**src/rtl/instruction_fetch_unit_if.sv**
```systemverilog
// Bus between the IF stage and its neighbours: hazard/redirect controls,
// the instruction-memory port and the IF/ID register contents.
interface instruction_fetch_unit_if #(
    parameter int unsigned ADDR_W = 16
);
    logic              stall;
    logic              flush;
    logic              pc_write;
    logic [ADDR_W-1:0] pc_write_back_value;
    logic [ADDR_W-1:0] imem_addr;
    logic [15:0]       imem_data;
    logic [15:0]       instruction_r;
    logic [15:0]       immediate_r;
    logic [ADDR_W-1:0] pc_plus_one_r;
    logic              valid_r;
    logic [ADDR_W-1:0] pc_out;

    modport master (
        output stall, flush, pc_write, pc_write_back_value, imem_data,
        input  imem_addr, instruction_r, immediate_r, pc_plus_one_r, valid_r, pc_out
    );

    modport slave (
        input  stall, flush, pc_write, pc_write_back_value, imem_data,
        output imem_addr, instruction_r, immediate_r, pc_plus_one_r, valid_r, pc_out
    );
endinterface

```
**src/rtl/instruction_fetch_unit.sv**
```systemverilog
// Instruction fetch stage: boots the PC from imem, assembles two-word
// (opcode + immediate) instructions and loads the IF/ID register.
module instruction_fetch_unit #(
    parameter int unsigned       ADDR_W            = 16,
    parameter logic [ADDR_W-1:0] RESET_VECTOR_ADDR = 16'h0000,
    parameter logic [4:0]        TWO_WORD_OPCODE   = 5'b11000,
    parameter logic [15:0]       NOP_WORD          = 16'h0000
) (
    input  logic                      clk,
    input  logic                      rst,
    instruction_fetch_unit_if.slave   bus
);

    typedef enum logic [1:0] {
        BOOT      = 2'b00,
        FETCH_OP  = 2'b01,
        FETCH_IMM = 2'b10
    } state_t;

    state_t            state_r;
    state_t            state_nxt_s;
    logic [ADDR_W-1:0] pc_r;
    logic [ADDR_W-1:0] pc_nxt_s;
    logic [ADDR_W-1:0] pc_inc_s;
    logic [15:0]       hold_op_r;
    logic [15:0]       hold_op_nxt_s;
    logic [15:0]       instr_r;
    logic [15:0]       instr_nxt_s;
    logic [15:0]       imm_r;
    logic [15:0]       imm_nxt_s;
    logic [ADDR_W-1:0] ppo_r;
    logic [ADDR_W-1:0] ppo_nxt_s;
    logic              valid_r;
    logic              valid_nxt_s;
    logic              bubble_s;

    function automatic logic is_two_word(input logic [15:0] word);
        return (word[15:11] == TWO_WORD_OPCODE);
    endfunction

    // Boot reads the vector slot; afterwards the PC drives memory directly.
    assign bus.imem_addr     = (state_r == BOOT) ? RESET_VECTOR_ADDR : pc_r;
    assign bus.instruction_r = instr_r;
    assign bus.immediate_r   = imm_r;
    assign bus.pc_plus_one_r = ppo_r;
    assign bus.valid_r       = valid_r;
    assign bus.pc_out        = pc_r;

    assign pc_inc_s = pc_r + {{(ADDR_W-1){1'b0}}, 1'b1};

    // Next-state and IF/ID load selection; priority pc_write > flush > stall.
    always_comb begin
        state_nxt_s   = state_r;
        pc_nxt_s      = pc_r;
        hold_op_nxt_s = hold_op_r;
        instr_nxt_s   = instr_r;
        imm_nxt_s     = imm_r;
        ppo_nxt_s     = ppo_r;
        valid_nxt_s   = valid_r;
        bubble_s      = 1'b0;
        case (state_r)
            BOOT: begin
                pc_nxt_s    = ADDR_W'(bus.imem_data);
                bubble_s    = 1'b1;
                state_nxt_s = FETCH_OP;
            end
            FETCH_OP: begin
                if (bus.pc_write) begin
                    pc_nxt_s = bus.pc_write_back_value;
                    bubble_s = 1'b1;
                end else if (bus.flush) begin
                    bubble_s = 1'b1;
                end else if (bus.stall) begin
                    state_nxt_s = state_r;
                end else if (is_two_word(bus.imem_data)) begin
                    hold_op_nxt_s = bus.imem_data;
                    pc_nxt_s      = pc_inc_s;
                    bubble_s      = 1'b1;
                    state_nxt_s   = FETCH_IMM;
                end else begin
                    instr_nxt_s = bus.imem_data;
                    imm_nxt_s   = 16'h0000;
                    ppo_nxt_s   = pc_inc_s;
                    valid_nxt_s = 1'b1;
                    pc_nxt_s    = pc_inc_s;
                end
            end
            FETCH_IMM: begin
                if (bus.pc_write) begin
                    pc_nxt_s    = bus.pc_write_back_value;
                    bubble_s    = 1'b1;
                    state_nxt_s = FETCH_OP;
                end else if (bus.flush) begin
                    bubble_s    = 1'b1;
                    state_nxt_s = FETCH_OP;
                end else if (bus.stall) begin
                    state_nxt_s = state_r;
                end else begin
                    instr_nxt_s = hold_op_r;
                    imm_nxt_s   = bus.imem_data;
                    ppo_nxt_s   = pc_inc_s;
                    valid_nxt_s = 1'b1;
                    pc_nxt_s    = pc_inc_s;
                    state_nxt_s = FETCH_OP;
                end
            end
            default: begin
                // Unused encoding: drop whatever was in flight and resume fetching.
                bubble_s    = 1'b1;
                state_nxt_s = FETCH_OP;
            end
        endcase
    end

    // State, PC and IF/ID register update.
    always_ff @(posedge clk or negedge rst) begin
        if (!rst) begin
            state_r   <= BOOT;
            pc_r      <= {ADDR_W{1'b0}};
            hold_op_r <= 16'h0000;
            instr_r   <= NOP_WORD;
            imm_r     <= 16'h0000;
            ppo_r     <= {ADDR_W{1'b0}};
            valid_r   <= 1'b0;
        end else begin
            state_r   <= state_nxt_s;
            pc_r      <= pc_nxt_s;
            hold_op_r <= hold_op_nxt_s;
            if (bubble_s) begin
                instr_r <= NOP_WORD;
                imm_r   <= 16'h0000;
                ppo_r   <= {ADDR_W{1'b0}};
                valid_r <= 1'b0;
            end else begin
                instr_r <= instr_nxt_s;
                imm_r   <= imm_nxt_s;
                ppo_r   <= ppo_nxt_s;
                valid_r <= valid_nxt_s;
            end
        end
    end

endmodule
```
**src/flat_wrapper.sv**
```systemverilog
// flat-port wrapper written by rule: the top's interface ports become plain ports
module instruction_fetch_unit_flat 
#(
    parameter int unsigned       ADDR_W            = 16,
    parameter logic [ADDR_W-1:0] RESET_VECTOR_ADDR = 16'h0000,
    parameter logic [4:0]        TWO_WORD_OPCODE   = 5'b11000,
    parameter logic [15:0]       NOP_WORD          = 16'h0000
)
  (clk, rst, bus_stall, bus_flush, bus_pc_write, bus_pc_write_back_value, bus_imem_data, bus_imem_addr, bus_instruction_r, bus_immediate_r, bus_pc_plus_one_r, bus_valid_r, bus_pc_out);
  instruction_fetch_unit_if #(.ADDR_W(ADDR_W)) bus_i ();
  input  logic clk;
  input  logic rst;
  input wire logic [$bits(bus_i.stall)-1:0] bus_stall;
  input wire logic [$bits(bus_i.flush)-1:0] bus_flush;
  input wire logic [$bits(bus_i.pc_write)-1:0] bus_pc_write;
  input wire logic [$bits(bus_i.pc_write_back_value)-1:0] bus_pc_write_back_value;
  input wire logic [$bits(bus_i.imem_data)-1:0] bus_imem_data;
  output wire logic [$bits(bus_i.imem_addr)-1:0] bus_imem_addr;
  output wire logic [$bits(bus_i.instruction_r)-1:0] bus_instruction_r;
  output wire logic [$bits(bus_i.immediate_r)-1:0] bus_immediate_r;
  output wire logic [$bits(bus_i.pc_plus_one_r)-1:0] bus_pc_plus_one_r;
  output wire logic [$bits(bus_i.valid_r)-1:0] bus_valid_r;
  output wire logic [$bits(bus_i.pc_out)-1:0] bus_pc_out;
  assign bus_i.stall = bus_stall;
  assign bus_i.flush = bus_flush;
  assign bus_i.pc_write = bus_pc_write;
  assign bus_i.pc_write_back_value = bus_pc_write_back_value;
  assign bus_i.imem_data = bus_imem_data;
  assign bus_imem_addr = bus_i.imem_addr;
  assign bus_instruction_r = bus_i.instruction_r;
  assign bus_immediate_r = bus_i.immediate_r;
  assign bus_pc_plus_one_r = bus_i.pc_plus_one_r;
  assign bus_valid_r = bus_i.valid_r;
  assign bus_pc_out = bus_i.pc_out;
  instruction_fetch_unit #(.ADDR_W(ADDR_W), .RESET_VECTOR_ADDR(RESET_VECTOR_ADDR), .TWO_WORD_OPCODE(TWO_WORD_OPCODE), .NOP_WORD(NOP_WORD)) u_core (.clk(clk), .rst(rst), .bus(bus_i));
endmodule
```
**config.mk**
```make
export PLATFORM = sky130hd
export DESIGN_NAME = instruction_fetch_unit_flat
export DESIGN_NICKNAME = d
export VERILOG_FILES = /design/src/rtl/instruction_fetch_unit_if.sv /design/src/rtl/instruction_fetch_unit.sv /design/src/flat_wrapper.sv
export SDC_FILE = /design/constraint.sdc
export NUM_CORES = 1
export LEC_CHECK = 0
export ABC_CLOCK_PERIOD_IN_PS = 2700
export CORE_ASPECT_RATIO = 0.7
export CORE_MARGIN = 1
export CORE_UTILIZATION = 35
export DETAILED_ROUTE_END_ITERATION = 8
export PLACE_DENSITY = 0.65
export REMOVE_ABC_BUFFERS = 1
export SYNTH_ARGS = -nofsm -noshare
export SYNTH_HDL_FRONTEND = slang
export SYNTH_SLANG_ARGS = --single-unit
```
**constraint.sdc**
```tcl
create_clock -name clk -period 2.7 [get_ports clk]
set_input_delay 0.675 -clock clk [delete_from_list [all_inputs] [get_ports clk]]
set_output_delay 0.675 -clock clk [all_outputs]
set_load 0.1 [all_outputs]
```
== Word level (Yosys, flattened, before mapping) ==
Cells that the tools add are included.
Word-level totals
  register bits after elaboration: 83
  bits in latches: 0
  RAM bits: 0
  memory bits (read-only): 0
  input port bits: 37
  word-level logic and storage cells: 90
  memories kept: 0
Operators by class
  add/sub/neg operators: 1
  multiply operators: 0
  div/mod/pow operators: 0
  magnitude comparators: 0
  equality and inequality tests: 17
  shift operators: 0
  mux-type cells: 54
  bitwise logic cells: 3
  reductions and logical operators: 8
Operators with widths (count)
  $mux 16: 26
  $pmux 16 s2: 4
  $ne 3x2->1 const B: 9
  $add 16x1->16 const B: 1
  $mux 1: 14
  $mux 2: 7
  $reduce_and 5->1: 2
  $reduce_and 8->1: 1
  $ne 2x2->1 const B: 3
  $eq 5x5->1 const B: 1
  $ne 4x4->1 const B: 1
  $pmux 1 s2: 2
  $pmux 2 s2: 1
  $not 1->1: 3
  $reduce_and 3->1: 1
  $reduce_bool 3->1: 1
  $eq 2x1->1 const B: 1
  $eq 2x2->1 const B: 1
  $logic_not 2->1: 1
  $ne 2x1->1 const B: 1
  $reduce_bool 2->1: 1
  $reduce_or 2->1: 1

== Depth between registers and ports, before layout ==
Gate-level depths: netlist of the first run.
  depth after elaboration: 8
  gate-level depth with buffers: 8

== Least setup slack after synthesis of the first run ==
OpenSTA, ideal clock, no wires.
  kind: reg2out
  from: reg u_core.pc_r[11], in the netlist u_core.bus.pc_out[11]
  to: out bus_imem_addr[11]
  data arrival time: 2604 ps
  data required time: 2025 ps
  path slack: -579 ps
  cell stages (with the launch flop): 3
  path buffers: 1
  path through: dfrtp_1 > clkbuf_1 > nor2b_1
Between the ends
  longest elaborated chain between the ends: 1
Ends and longest elaborated chain
  start: declaration: line instruction_fetch_unit.sv:22  | logic [ADDR_W-1:0] pc_r;
  start signal: assignment: line instruction_fetch_unit.sv:119  | pc_r <= {ADDR_W{1'b0}};
  start signal: assignment: line instruction_fetch_unit.sv:127  | pc_r <= pc_nxt_s;
  $mux 16: line instruction_fetch_unit.sv:42  | assign bus.imem_addr = (state_r == BOOT) ? RESET_VECTOR_ADDR : pc_r;
  end: declaration: line flat_wrapper.sv:18  | output wire logic [$bits(bus_i.imem_addr)-1:0] bus_imem_addr;
No other way between the ends.

== Worst setup path in the final report of the first run ==
  from: reg u_core.state_r[1]
  to: out bus_imem_addr[14]
Between the ends
  longest elaborated chain between the ends: 2
Ends and longest elaborated chain
  start: declaration: line instruction_fetch_unit.sv:20  | state_t state_r;
  start signal: assignment: line instruction_fetch_unit.sv:126  | state_r <= state_nxt_s;
  $logic_not 2->1: line instruction_fetch_unit.sv:42
  $mux 16: line instruction_fetch_unit.sv:42
No other way between the ends.

==> tab_implementation.tex, run 1 <==
\begin{tabular}{lr}
\hline
Metric & Value \\
\hline
\multicolumn{2}{l}{\textbf{GRT}} \\
Number of antenna violations at the first check in global routing & 0 \\
Maximum number of pins on one net before global-route repair & 56 \\
GRT Total Usage & 20.2\% \\
Gr ovfl total & 0 \\
First-pass GRT wire length & 19000 um \\
Vias in the first global route & 3499 \\
\multicolumn{2}{l}{\textbf{Place}} \\
HPWL after DPL & 8590 um \\
Total of buffers placed on input and output ports & 117 \\
Worst-case setup slack after placement & 0.0996 ns \\
Placer's final routability congestion estimate & 0.853 \\
DP Cell Count & 628 \\
Placed instance area & 0.00554 mm2 \\
\multicolumn{2}{l}{\textbf{Yosys}} \\
Synth warnings & 0 \\
Adder-cell area share of the yosys netlist & 1.50\% \\
Number of synthesized register bits & 83 \\
Prevailing post-synth register cell & dfrtp\_1 \\
Post-Synth XOR/XNOR Area & 2.53\% \\
Most common library cells after synthesis & dfrtp\_1, o2bb2ai\_1, nor2\_1 \\
Proportion of synthesized area in mux cells & 7.76\% \\
Dominant cell by count in the synthesized netlist & dfrtp\_1 \\
Netlist area before placement & 0.00416 mm2 \\
Synth Area in Compound Gates & 21.8\% \\
EDFF count, synth & 0 \\
Number of distinct standard cells referenced by the synthesized netlist & 52 \\
Portion of synthesized cell area occupied by the leading cell type & 49.9\% \\
Largest cells by area after synthesis & dfrtp\_1, o2bb2ai\_1, mux2i\_1 \\
Synth Area in Simple Gates & 12.1\% \\
Dominant combinational cell family by area after synthesis & compound AO/OA/AOI/OAI gates \\
Fraction of the yosys area taken by sequential cells & 49.9\% \\
Post-Synthesis Cells & 369 \\
Mapped Avg Cell Area & 11.3 um2 \\
Cell taking the most area after synthesis & dfrtp\_1 \\
Share of async-settable or async-resettable flops after synthesis & 100\% \\
\multicolumn{2}{l}{\textbf{Power}} \\
Power density over the cells & 1220 mW/mm2 \\
Worst supply voltage drop on vdd & 0.927 mV \\
Relative contribution of the clock network to total power & 16.3\% \\
Relative contribution of combinational cells to total power & 59.4\% \\
Net switching power & 3.84 mW \\
Lkg Pwr & 2.60 nW \\
Proportion of total power due to net switching & 54.1\% \\
Internal power of the cells & 3.26 mW \\
Sequential power share & 24.3\% \\
\multicolumn{2}{l}{\textbf{Setup path}} \\
Data arrival at the endpoint of the critical path & 1.65 ns \\
Kind of capture point of the worst setup path & primary output \\
Max FO, Critical Path & 16 \\
Endpoint required time on the critical path & 2.03 ns \\
Element type at the critical path start & flip-flop \\
Classification of the worst setup path & reg -> out \\
\multicolumn{2}{l}{\textbf{Finish}} \\
Final standard cell count with taps included and fillers excluded & 644 \\
Fill count & 1013 \\
Summed area of non-filler cells in the final layout & 0.00582 mm2 \\
Diodes inserted & 0 \\
Layout overhead on the synthesized area & 40.0\% \\
Share of layout cells above drive strength 1 & 28.3\% \\
Post-layout nets & 528 \\
\multicolumn{2}{l}{\textbf{STA}} \\
Post-route clock skew & 0.00535 ns \\
Hold violation total from the final report & 0 \\
Min Hold Slack & 0.258 ns \\
Worst Tran Pin Value & 0.556 ns \\
Final worst path period share & 86.3\% \\
Slew Viols, Final & 0 \\
Setup repair after global routing missed its margin & false \\
Final Critical Period & 2.33 ns \\
Relative max-transition margin & 62.8\% \\
Maximum clock frequency & 0.429 GHz \\
Total of endpoints with negative setup slack in the final report & 0 \\
Smallest setup slack after layout & 0.371 ns \\
\multicolumn{2}{l}{\textbf{Drt}} \\
Routed Wire Length & 11900 um \\
Average via count per standard cell & 5.47 \\
DR WL/cell & 18.5 um \\
DRC Markers & 0 \\
Number of search-and-repair iterations in the first detailed-routing pass & 4 \\
Vias after detailed routing & 3521 \\
Iter 0 DRT Violations & 240 \\
Count of antenna-violating nets left after detailed routing & 0 \\
\multicolumn{2}{l}{\textbf{Clocking}} \\
Maximum root-to-sink buffer count & 2 \\
TritonCTS buffer count & 9 \\
H-tree levels & 3 \\
PostCTS Resize Cnt & 0 \\
Number of buffers added to fix hold violations after cts & 0 \\
Clock slew at the register clock pins of the worst setup and hold paths & 0.06 ns \\
Library cell used as clock root buffer & clkbuf\_16 \\
Setup fix buffers added after clock tree synthesis & 0 \\
Clock latency of the later-clocked register in the worst-skew pair & 0.34 ns \\
Number of clock sinks & 83 \\
Clock tree from TritonCTS & built \\
\multicolumn{2}{l}{\textbf{Floorplanning}} \\
DIE HEIGHT & 93.2 um \\
Die footprint & 0.0123 mm2 \\
Core area & 0.0113 mm2 \\
Starting density of the core & 36.8\% \\
Number of cell rows & 32 \\
Horiz. Die Dim & 132 um \\
Ports & 118 \\
\multicolumn{2}{l}{\textbf{Job}} \\
Max-cap violations & 0 \\
\multicolumn{2}{l}{\textbf{Worst hold path}} \\
Path category of the worst min-delay check & in -> async \\
\multicolumn{2}{l}{\textbf{Run status}} \\
Outcome & complete, no violations \\
\hline
\end{tabular}
power by group through the flow:
stage | Sequential (mW) | Clock [mW] | Combinational, mW
floorplan | 2.89 | 0 | 1.74
global placement | 1.73 | 0 | 4.18
detailed placement | 1.74 | 0 | 4.22
CTS | 1.72 | 1.18 | 4.22
global route | 1.76 | 1.23 | 4.38
finish | 1.72 | 1.16 | 4.22
per-layer routing:
metal / wire (um) / share of wire [%] / GRT usage (%)
met3: 806 / 6.8 / 5.58
met1: 5870 / 49 / 29.6
met5: 0 / 0 / 0
met2: 5050 / 42 / 28.7
met4: 170 / 1.4 / 5.84
path summary, 6_finish.rpt:
check | start | end | slack [ns] | depth (start not counted)
setup / recovery | u_core.state_r[1] | bus_imem_addr[14] | 0.37 | 4
hold / removal | rst | u_core.bus.immediate_r[11] | 0.26 | 1
setup reg to reg | u_core.state_r[0] | u_core.bus.immediate_r[10] | 0.60 | 6
hold reg to reg | u_core.hold_op_r[14] | u_core.hold_op_r[14] | 0.48 | 1
max in group asynchronous | rst | u_core.hold_op_r[10] | 1.81 | 2
min in group clk | u_core.hold_op_r[14] | u_core.hold_op_r[14] | 0.48 | 1
state kept, by name, indices dropped and copies added, names as in the netlist:
signal and count:
u_core.bus.immediate_r 16, u_core.bus.instruction_r 16, u_core.hold_op_r 16, u_core.state_r 2, u_core.bus.pc_out 16, u_core.bus.pc_plus_one_r 16, u_core.bus.valid_r 1
worst max-delay path: stages (launching register included):
cell and delay (ns):
dfrtp_1 0.42, inv_1 0.12, ha_2 0.43, nor2b_1 0.14
buf_12 0.19
kinds of logic after synthesis:
logic type                 Yosys count
xor gates and xnor gates            12
buffers and inverters               36
AOI/OAI and AO/OA                  116
and+or+nand+nor                     88
DFF                                 83
muxes                               29
adders and majority gates            5
stage by stage:
| step | TNS (ns) | utilization [%] | power (mW) |
|---|---|---|---|
| CTS | 0 | 51.5 | 7.12 |
| finish | 0 | 51.6 | 7.10 |
| floorplan | -34.20 | - | 4.63 |
| detailed placement | 0 | 49.1 | 5.96 |
| global placement | 0 | 49.1 | 5.92 |
| global route | 0 | 51.6 | 7.37 |
final cells by class:
type                    instances  area [um2]  area share [%]
clock buffers                  10         239            4.10
flip-flops and latches         83        2080            35.7
clock inverters                 6        41.3           0.709
well taps                     153         191            3.29
repair buffers                134        1330            22.9
multi-input cells             250        1910            32.8
inverters                       8        30.0           0.516
cells in the final DEF (no fill, tap or decap), types with 3 or more instances in the layout:
cell             Yosys  layout
mux2_4               5       5
nor2b_1             15      15
inv_1                8       8
o31ai_1              4       4
xnor2_1             10      10
buf_12               0      19
buf_4                3      80
nand2b_1             6       6
and2_1               4       4
nand2_1             11      11
mux2_2               6       6
o22ai_1              5       5
o21ai_0             13      13
a22o_1              17      17
nand3_1              8       8
nor2_1              21      21
nor4_2               3       3
clkbuf_16            0       9
clkinvlp_4           0       3
mux2i_1             18      18
nor3_1               8       8
clkdlybuf4s50_1      0      35
nand4_1              4       4
a21oi_1             15      15
dfrtp_1             83      83
o2bb2ai_1           37      37
o21a_1               3       3
ha_1                 5       4
Note: power is estimated with default switching activity, not from simulation.
==> run 2, diff against run 1 <==
--- a/config.mk
+++ b/config.mk
@@ -6,11 +6,12 @@
 export NUM_CORES = 1
 export LEC_CHECK = 0
 export ABC_CLOCK_PERIOD_IN_PS = 2700
-export CORE_ASPECT_RATIO = 0.7
-export CORE_MARGIN = 1
+export CELL_PAD_IN_SITES_DETAIL_PLACEMENT = 0
+export CELL_PAD_IN_SITES_GLOBAL_PLACEMENT = 1
+export CORE_ASPECT_RATIO = 0.5
 export CORE_UTILIZATION = 35
 export DETAILED_ROUTE_END_ITERATION = 8
-export PLACE_DENSITY = 0.65
+export PLACE_DENSITY = 0.79
 export REMOVE_ABC_BUFFERS = 1
 export SYNTH_ARGS = -nofsm -noshare
 export SYNTH_HDL_FRONTEND = slang
==> run 2 against run 1 <==
Critical path depth grew 1. Global-route usage fell by 0.077 points. Sequential power barely moved. Critical endpoint is now bus_imem_addr[1]. Highest routed layer unchanged.
==> tab_implementation.tex, run 2 (synthesis gave the netlist of run 1 again) <==
\begin{tabular}{lr}
\hline
Metric & Value \\
\hline
\multicolumn{2}{l}{\textbf{STA}} \\
Final worst path period share & 87.2\% \\
Relative max-transition margin & 63.4\% \\
Worst Tran Pin Value & 0.548 ns \\
Maximum clock frequency & 0.425 GHz \\
Min Hold Slack & 0.289 ns \\
Setup repair after global routing missed its margin & false \\
Hold violation total from the final report & 0 \\
Total of endpoints with negative setup slack in the final report & 0 \\
Slew Viols, Final & 0 \\
Final Critical Period & 2.36 ns \\
Post-route clock skew & 0.00616 ns \\
\multicolumn{2}{l}{\textbf{GRT}} \\
Vias in the first global route & 3459 \\
GRT Total Usage & 20.1\% \\
Maximum number of pins on one net before global-route repair & 36 \\
First-pass GRT wire length & 19000 um \\
Number of antenna violations at the first check in global routing & 0 \\
Gr ovfl total & 0 \\
\multicolumn{2}{l}{\textbf{Drt}} \\
Iter 0 DRT Violations & 153 \\
Vias after detailed routing & 3395 \\
Number of search-and-repair iterations in the first detailed-routing pass & 4 \\
Count of antenna-violating nets left after detailed routing & 0 \\
DR WL/cell & 18.1 um \\
Average via count per standard cell & 5.21 \\
Routed Wire Length & 11800 um \\
DRC Markers & 0 \\
\multicolumn{2}{l}{\textbf{Run status}} \\
Outcome & complete, no violations \\
\multicolumn{2}{l}{\textbf{Floorplanning}} \\
Core area & 0.0113 mm2 \\
DIE HEIGHT & 79.1 um \\
Starting density of the core & 36.9\% \\
Die footprint & 0.0123 mm2 \\
Horiz. Die Dim & 156 um \\
Ports & 118 \\
Number of cell rows & 27 \\
\multicolumn{2}{l}{\textbf{Setup path}} \\
Max FO, Critical Path & 16 \\
Element type at the critical path start & flip-flop \\
Reg-to-reg setup timing slack & 0.70 ns \\
Classification of the worst setup path & reg -> out \\
Data arrival at the endpoint of the critical path & 1.68 ns \\
Endpoint required time on the critical path & 2.03 ns \\
Kind of capture point of the worst setup path & primary output \\
\multicolumn{2}{l}{\textbf{Power}} \\
Total power after layout & 7.15 mW \\
Lkg Pwr & 2.62 nW \\
Power density over the cells & 1220 mW/mm2 \\
Worst supply voltage drop on vdd & 0.817 mV \\
\multicolumn{2}{l}{\textbf{Place}} \\
HPWL after DPL & 8660 um \\
Total of buffers placed on input and output ports & 117 \\
Placed instance area & 0.00556 mm2 \\
Placer's final routability congestion estimate & 0.825 \\
DP Cell Count & 636 \\
\multicolumn{2}{l}{\textbf{Clocking}} \\
Clock tree from TritonCTS & built \\
TritonCTS buffer count & 9 \\
Number of clock sinks & 83 \\
Setup fix buffers added after clock tree synthesis & 0 \\
PostCTS Resize Cnt & 0 \\
Maximum root-to-sink buffer count & 2 \\
Clock slew at the register clock pins of the worst setup and hold paths & 0.07 ns \\
Clock latency of the later-clocked register in the worst-skew pair & 0.34 ns \\
H-tree levels & 3 \\
Library cell used as clock root buffer & clkbuf\_16 \\
Number of buffers added to fix hold violations after cts & 0 \\
\multicolumn{2}{l}{\textbf{Finish}} \\
Final standard cell count with taps included and fillers excluded & 652 \\
Post-layout nets & 530 \\
Diodes inserted & 0 \\
Most common cell after layout, fill and taps aside & dfrtp\_1 \\
Most frequent cells in the layout & dfrtp\_1, buf\_4, o2bb2ai\_1 \\
Multi-input combinational cell area & 0.00191 mm2 \\
Sequential cell area in the final layout & 0.00208 mm2 \\
Utilization after layout & 51.9\% \\
Fill count & 1036 \\
Share of layout cells above drive strength 1 & 28.0\% \\
Summed area of non-filler cells in the final layout & 0.00586 mm2 \\
Layout overhead on the synthesized area & 40.8\% \\
\multicolumn{2}{l}{\textbf{Job}} \\
Max-cap violations & 0 \\
\multicolumn{2}{l}{\textbf{Worst hold path}} \\
Path category of the worst min-delay check & in -> async \\
\hline
\end{tabular}
[run 2: cell types whose count changed in the layout (fill, tap and decap cells not counted), sizes merged]
cell,change
inv,+1
clkinvlp,-1
clkinv,-2
buf,+2
clkbuf,+1
bufinv,+1
[run 2: final timing paths]
| path | start | endpoint | cells after the start |
|---|---|---|---|
| worst min register to register | u_core.hold_op_r[14] | u_core.hold_op_r[14] | 1 |
| worst max-delay path | u_core.state_r[0] | bus_imem_addr[1] | 5 |
| min in group clk | u_core.hold_op_r[14] | u_core.hold_op_r[14] | 1 |
| worst max register to register | u_core.bus.pc_out[2] | u_core.bus.pc_out[13] | 4 |
| max in group asynchronous | rst | u_core.bus.pc_plus_one_r[14] | 2 |
| worst min-delay path | rst | u_core.bus.immediate_r[1] | 1 |
[run 2: final cells by class]
cell class              instances  share of cell area (%)
clock inverters                 5                    1.07
multi-input cells             250                    32.6
clock buffers                  11                    3.97
well taps                     159                    3.40
flip-flops and latches         83                    35.5
repair buffers                136                    23.0
inverters                       8                   0.513
[run 2: metal layers]
layer | track usage [%] | wire length [um] | vias to the layer above
li1 | - | - | 1609
met1 | 26.8 | 5700 | 1709
met2 | 33.1 | 5550 | 68
met3 | 4.69 | 485 | 9
met4 | 4.61 | 95 | 0
met5 | 0 | 0 | -
[run 2: stage by stage]
| step | setup slack [ns] | setup TNS [ns] |
|---|---|---|
| 2_1_floorplan | -0.637 | -34.20 |
| 3_3_place_gp | 0.235 | 0 |
| 3_5_place_dp | 0.192 | 0 |
| 4_1_cts | 0.322 | 0 |
| 5_1_grt | 0.270 | 0 |
| 6_report | 0.345 | 0 |
[run 2: worst max-delay path, cell delays in order, from the launching register on]
cell and delay [ns]:
dfrtp_1 0.39, inv_1 0.09, ha_1 0.20, buf_4 0.19
nor2b_1 0.25, buf_12 0.21
[run 2: power by group]
part / internal [mW] / total [mW] / switching [mW]
sequential: 1.43 / 1.73 / 0.301
combinational: 1.18 / 4.18 / 3.01
clock: 0.722 / 1.23 / 0.509
==> run 3, diff against run 2 <==
--- a/config.mk
+++ b/config.mk
@@ -11,6 +11,7 @@
 export CORE_ASPECT_RATIO = 0.5
 export CORE_UTILIZATION = 35
 export DETAILED_ROUTE_END_ITERATION = 8
+export GPL_TIMING_DRIVEN = 0
 export PLACE_DENSITY = 0.79
 export REMOVE_ABC_BUFFERS = 1
 export SYNTH_ARGS = -nofsm -noshare
==> run 3 against run 2 <==
Setup slack worse by 0.29 ns. Sequential share of layout area about the same. Clock skew about the same. Count of clock-buffer cells in the layout unchanged. Non-clock buffer count down 14. Via count down 1.6%. Combinational power down 9.6%. Die area unchanged. Largest cell class unchanged. Final cell count down 2.1%. Flip-flop and latch count unchanged. Clock power up 12%. Largest power group unchanged.
==> tab_implementation.tex, run 3 (synthesis gave the netlist of run 1 again) <==
\begin{tabular}{lr}
\hline
Metric & Value \\
\hline
\multicolumn{2}{l}{\textbf{Drt}} \\
DRC Markers & 0 \\
Iter 0 DRT Violations & 175 \\
Vias after detailed routing & 3341 \\
Average via count per standard cell & 5.24 \\
Routed Wire Length & 11500 um \\
Number of search-and-repair iterations in the first detailed-routing pass & 4 \\
Count of antenna-violating nets left after detailed routing & 0 \\
DR WL/cell & 18.0 um \\
\multicolumn{2}{l}{\textbf{GRT}} \\
Gr ovfl total & 0 \\
GRT Total Usage & 19.8\% \\
Maximum number of pins on one net before global-route repair & 51 \\
Vias in the first global route & 3330 \\
Number of antenna violations at the first check in global routing & 0 \\
First-pass GRT wire length & 18600 um \\
\multicolumn{2}{l}{\textbf{Finish}} \\
Most frequent cells in the layout & clkdlybuf4s50\_1, dfrtp\_1, o2bb2ai\_1 \\
Post-layout nets & 516 \\
Diodes inserted & 0 \\
Utilization after layout & 51.9\% \\
Fill count & 1043 \\
Most common cell after layout, fill and taps aside & clkdlybuf4s50\_1 \\
Layout overhead on the synthesized area & 40.7\% \\
Share of layout cells above drive strength 1 & 13.4\% \\
\multicolumn{2}{l}{\textbf{Power}} \\
Worst supply voltage drop on vdd & 0.743 mV \\
Lkg Pwr & 2.42 nW \\
Power density over the cells & 1180 mW/mm2 \\
\multicolumn{2}{l}{\textbf{Floorplanning}} \\
DIE HEIGHT & 79.1 um \\
Starting density of the core & 36.9\% \\
Die footprint & 0.0123 mm2 \\
Number of cell rows & 27 \\
Ports & 118 \\
Core area & 0.0113 mm2 \\
Horiz. Die Dim & 156 um \\
\multicolumn{2}{l}{\textbf{STA}} \\
Post-route clock skew & 0.00658 ns \\
Final worst path period share & 97.9\% \\
Worst Tran Pin Value & 1.00 ns \\
Final Critical Period & 2.64 ns \\
Total of endpoints with negative setup slack in the final report & 0 \\
Setup TNS after final layout & 0 ns \\
Relative max-transition margin & 33.1\% \\
Setup repair after global routing missed its margin & true \\
Slew Viols, Final & 0 \\
Maximum clock frequency & 0.378 GHz \\
Hold violation total from the final report & 0 \\
\multicolumn{2}{l}{\textbf{Clocking}} \\
TritonCTS buffer count & 9 \\
Clock latency of the later-clocked register in the worst-skew pair & 0.34 ns \\
H-tree levels & 3 \\
Clock slew at the register clock pins of the worst setup and hold paths & 0.06 ns \\
Maximum root-to-sink buffer count & 2 \\
Number of clock sinks & 83 \\
Library cell used as clock root buffer & clkbuf\_16 \\
Clock tree from TritonCTS & built \\
\multicolumn{2}{l}{\textbf{Place}} \\
Placer's final routability congestion estimate & 0.737 \\
Total of buffers placed on input and output ports & 117 \\
HPWL after DPL & 7920 um \\
\multicolumn{2}{l}{\textbf{Setup path}} \\
Max FO, Critical Path & 6 \\
Number of buffer and inverter instances along the worst setup path & 1 \\
Slowest cell on the critical path & clkdlybuf4s50\_1 \\
Maximum single-stage delay on the critical path & 1.17 ns \\
Classification of the worst setup path & reg -> out \\
Endpoint required time on the critical path & 2.03 ns \\
Data arrival at the endpoint of the critical path & 1.97 ns \\
Element type at the critical path start & flip-flop \\
Chain of cells forming the critical path & clkdlybuf4s50\_1 \\
Kind of capture point of the worst setup path & primary output \\
Cell type group with the largest total delay on the critical path & buffers and inverters \\
\multicolumn{2}{l}{\textbf{Worst hold path}} \\
Path category of the worst min-delay check & in -> async \\
\multicolumn{2}{l}{\textbf{Job}} \\
Max-cap violations & 0 \\
\multicolumn{2}{l}{\textbf{Run status}} \\
Outcome & complete, no violations \\
\hline
\end{tabular}
run 3: changes by cell type in the layout (fill, tap and decap cells not counted), sizes merged, moves of 2 or more:
cell and delta:
buf -95, clkdlybuf4s50 +55, clkdlybuf4s15 +16, dlygate4sd2 +7, dlymetal6s2s +2
run 3: area by class of cell:
type / instances / area, um2 / share of cell area [%]
flip-flops and latches: 83 / 2080 / 35.5
well taps: 159 / 199 / 3.40
clock buffers: 11 / 253 / 4.32
clock inverters: 5 / 85.1 / 1.45
repair buffers: 122 / 1280 / 21.8
inverters: 8 / 30.0 / 0.513
multi-input cells: 250 / 1930 / 33.0
run 3: through the flow:
| step | cell area (um2) | setup WS, ns | power, mW | instances | hold slack (ns) |
|---|---|---|---|---|---|
| 2_1_floorplan | 4010 | -0.637 | 4.63 | 341 | 0.379 |
| 3_3_place_gp | 5380 | -2.53 | 5.56 | 617 | 0.450 |
| 3_5_place_dp | 5460 | -0.964 | 5.61 | 620 | 0.456 |
| 4_1_cts | 5850 | 0.00119 | 6.93 | 638 | 0.297 |
| 5_1_grt | 5850 | -0.0536 | 7.16 | 638 | 0.316 |
| 6_report | 5850 | 0.0555 | 6.89 | 638 | 0.289 |
run 3: worst paths after layout:
| check | start | endpoint | slack (ns) | cells past startpoint |
|---|---|---|---|---|
| hold reg to reg | u_core.hold_op_r[15] | u_core.hold_op_r[15] | 0.46 | 1 |
| setup reg to reg | u_core.state_r[0] | u_core.bus.valid_r | 0.09 | 6 |
| min in group clk | u_core.hold_op_r[15] | u_core.hold_op_r[15] | 0.46 | 1 |
| max in group asynchronous | rst | u_core.bus.pc_plus_one_r[13] | 1.79 | 2 |
| hold / removal | rst | u_core.hold_op_r[2] | 0.29 | 1 |
| setup / recovery | u_core.bus.pc_out[13] | bus_pc_out[13] | 0.06 | 1 |
run 3: where the power goes:
part,leakage (nW),switching (mW),internal (mW)
clock,0.162,0.516,0.864
sequential,1.10,0.294,1.43
combinational,1.16,2.92,0.860
run 3: metal layers:
metal	routed length (um)	track usage, %	vias to the layer above
li1	-	-	1578
met1	5510	26.9	1695
met2	5410	31.5	53
met3	411	4.59	15
met4	161	6.08	0
met5	0	0	-
run 3: what timing repair did:
action | in CTS | in global routing
pin swaps | 1 | 3
gates resized for setup | 59 | 4
hold buffers | 0 | 0
buffers inserted | 2 | 0
setup endpoints to repair | 88 | 18
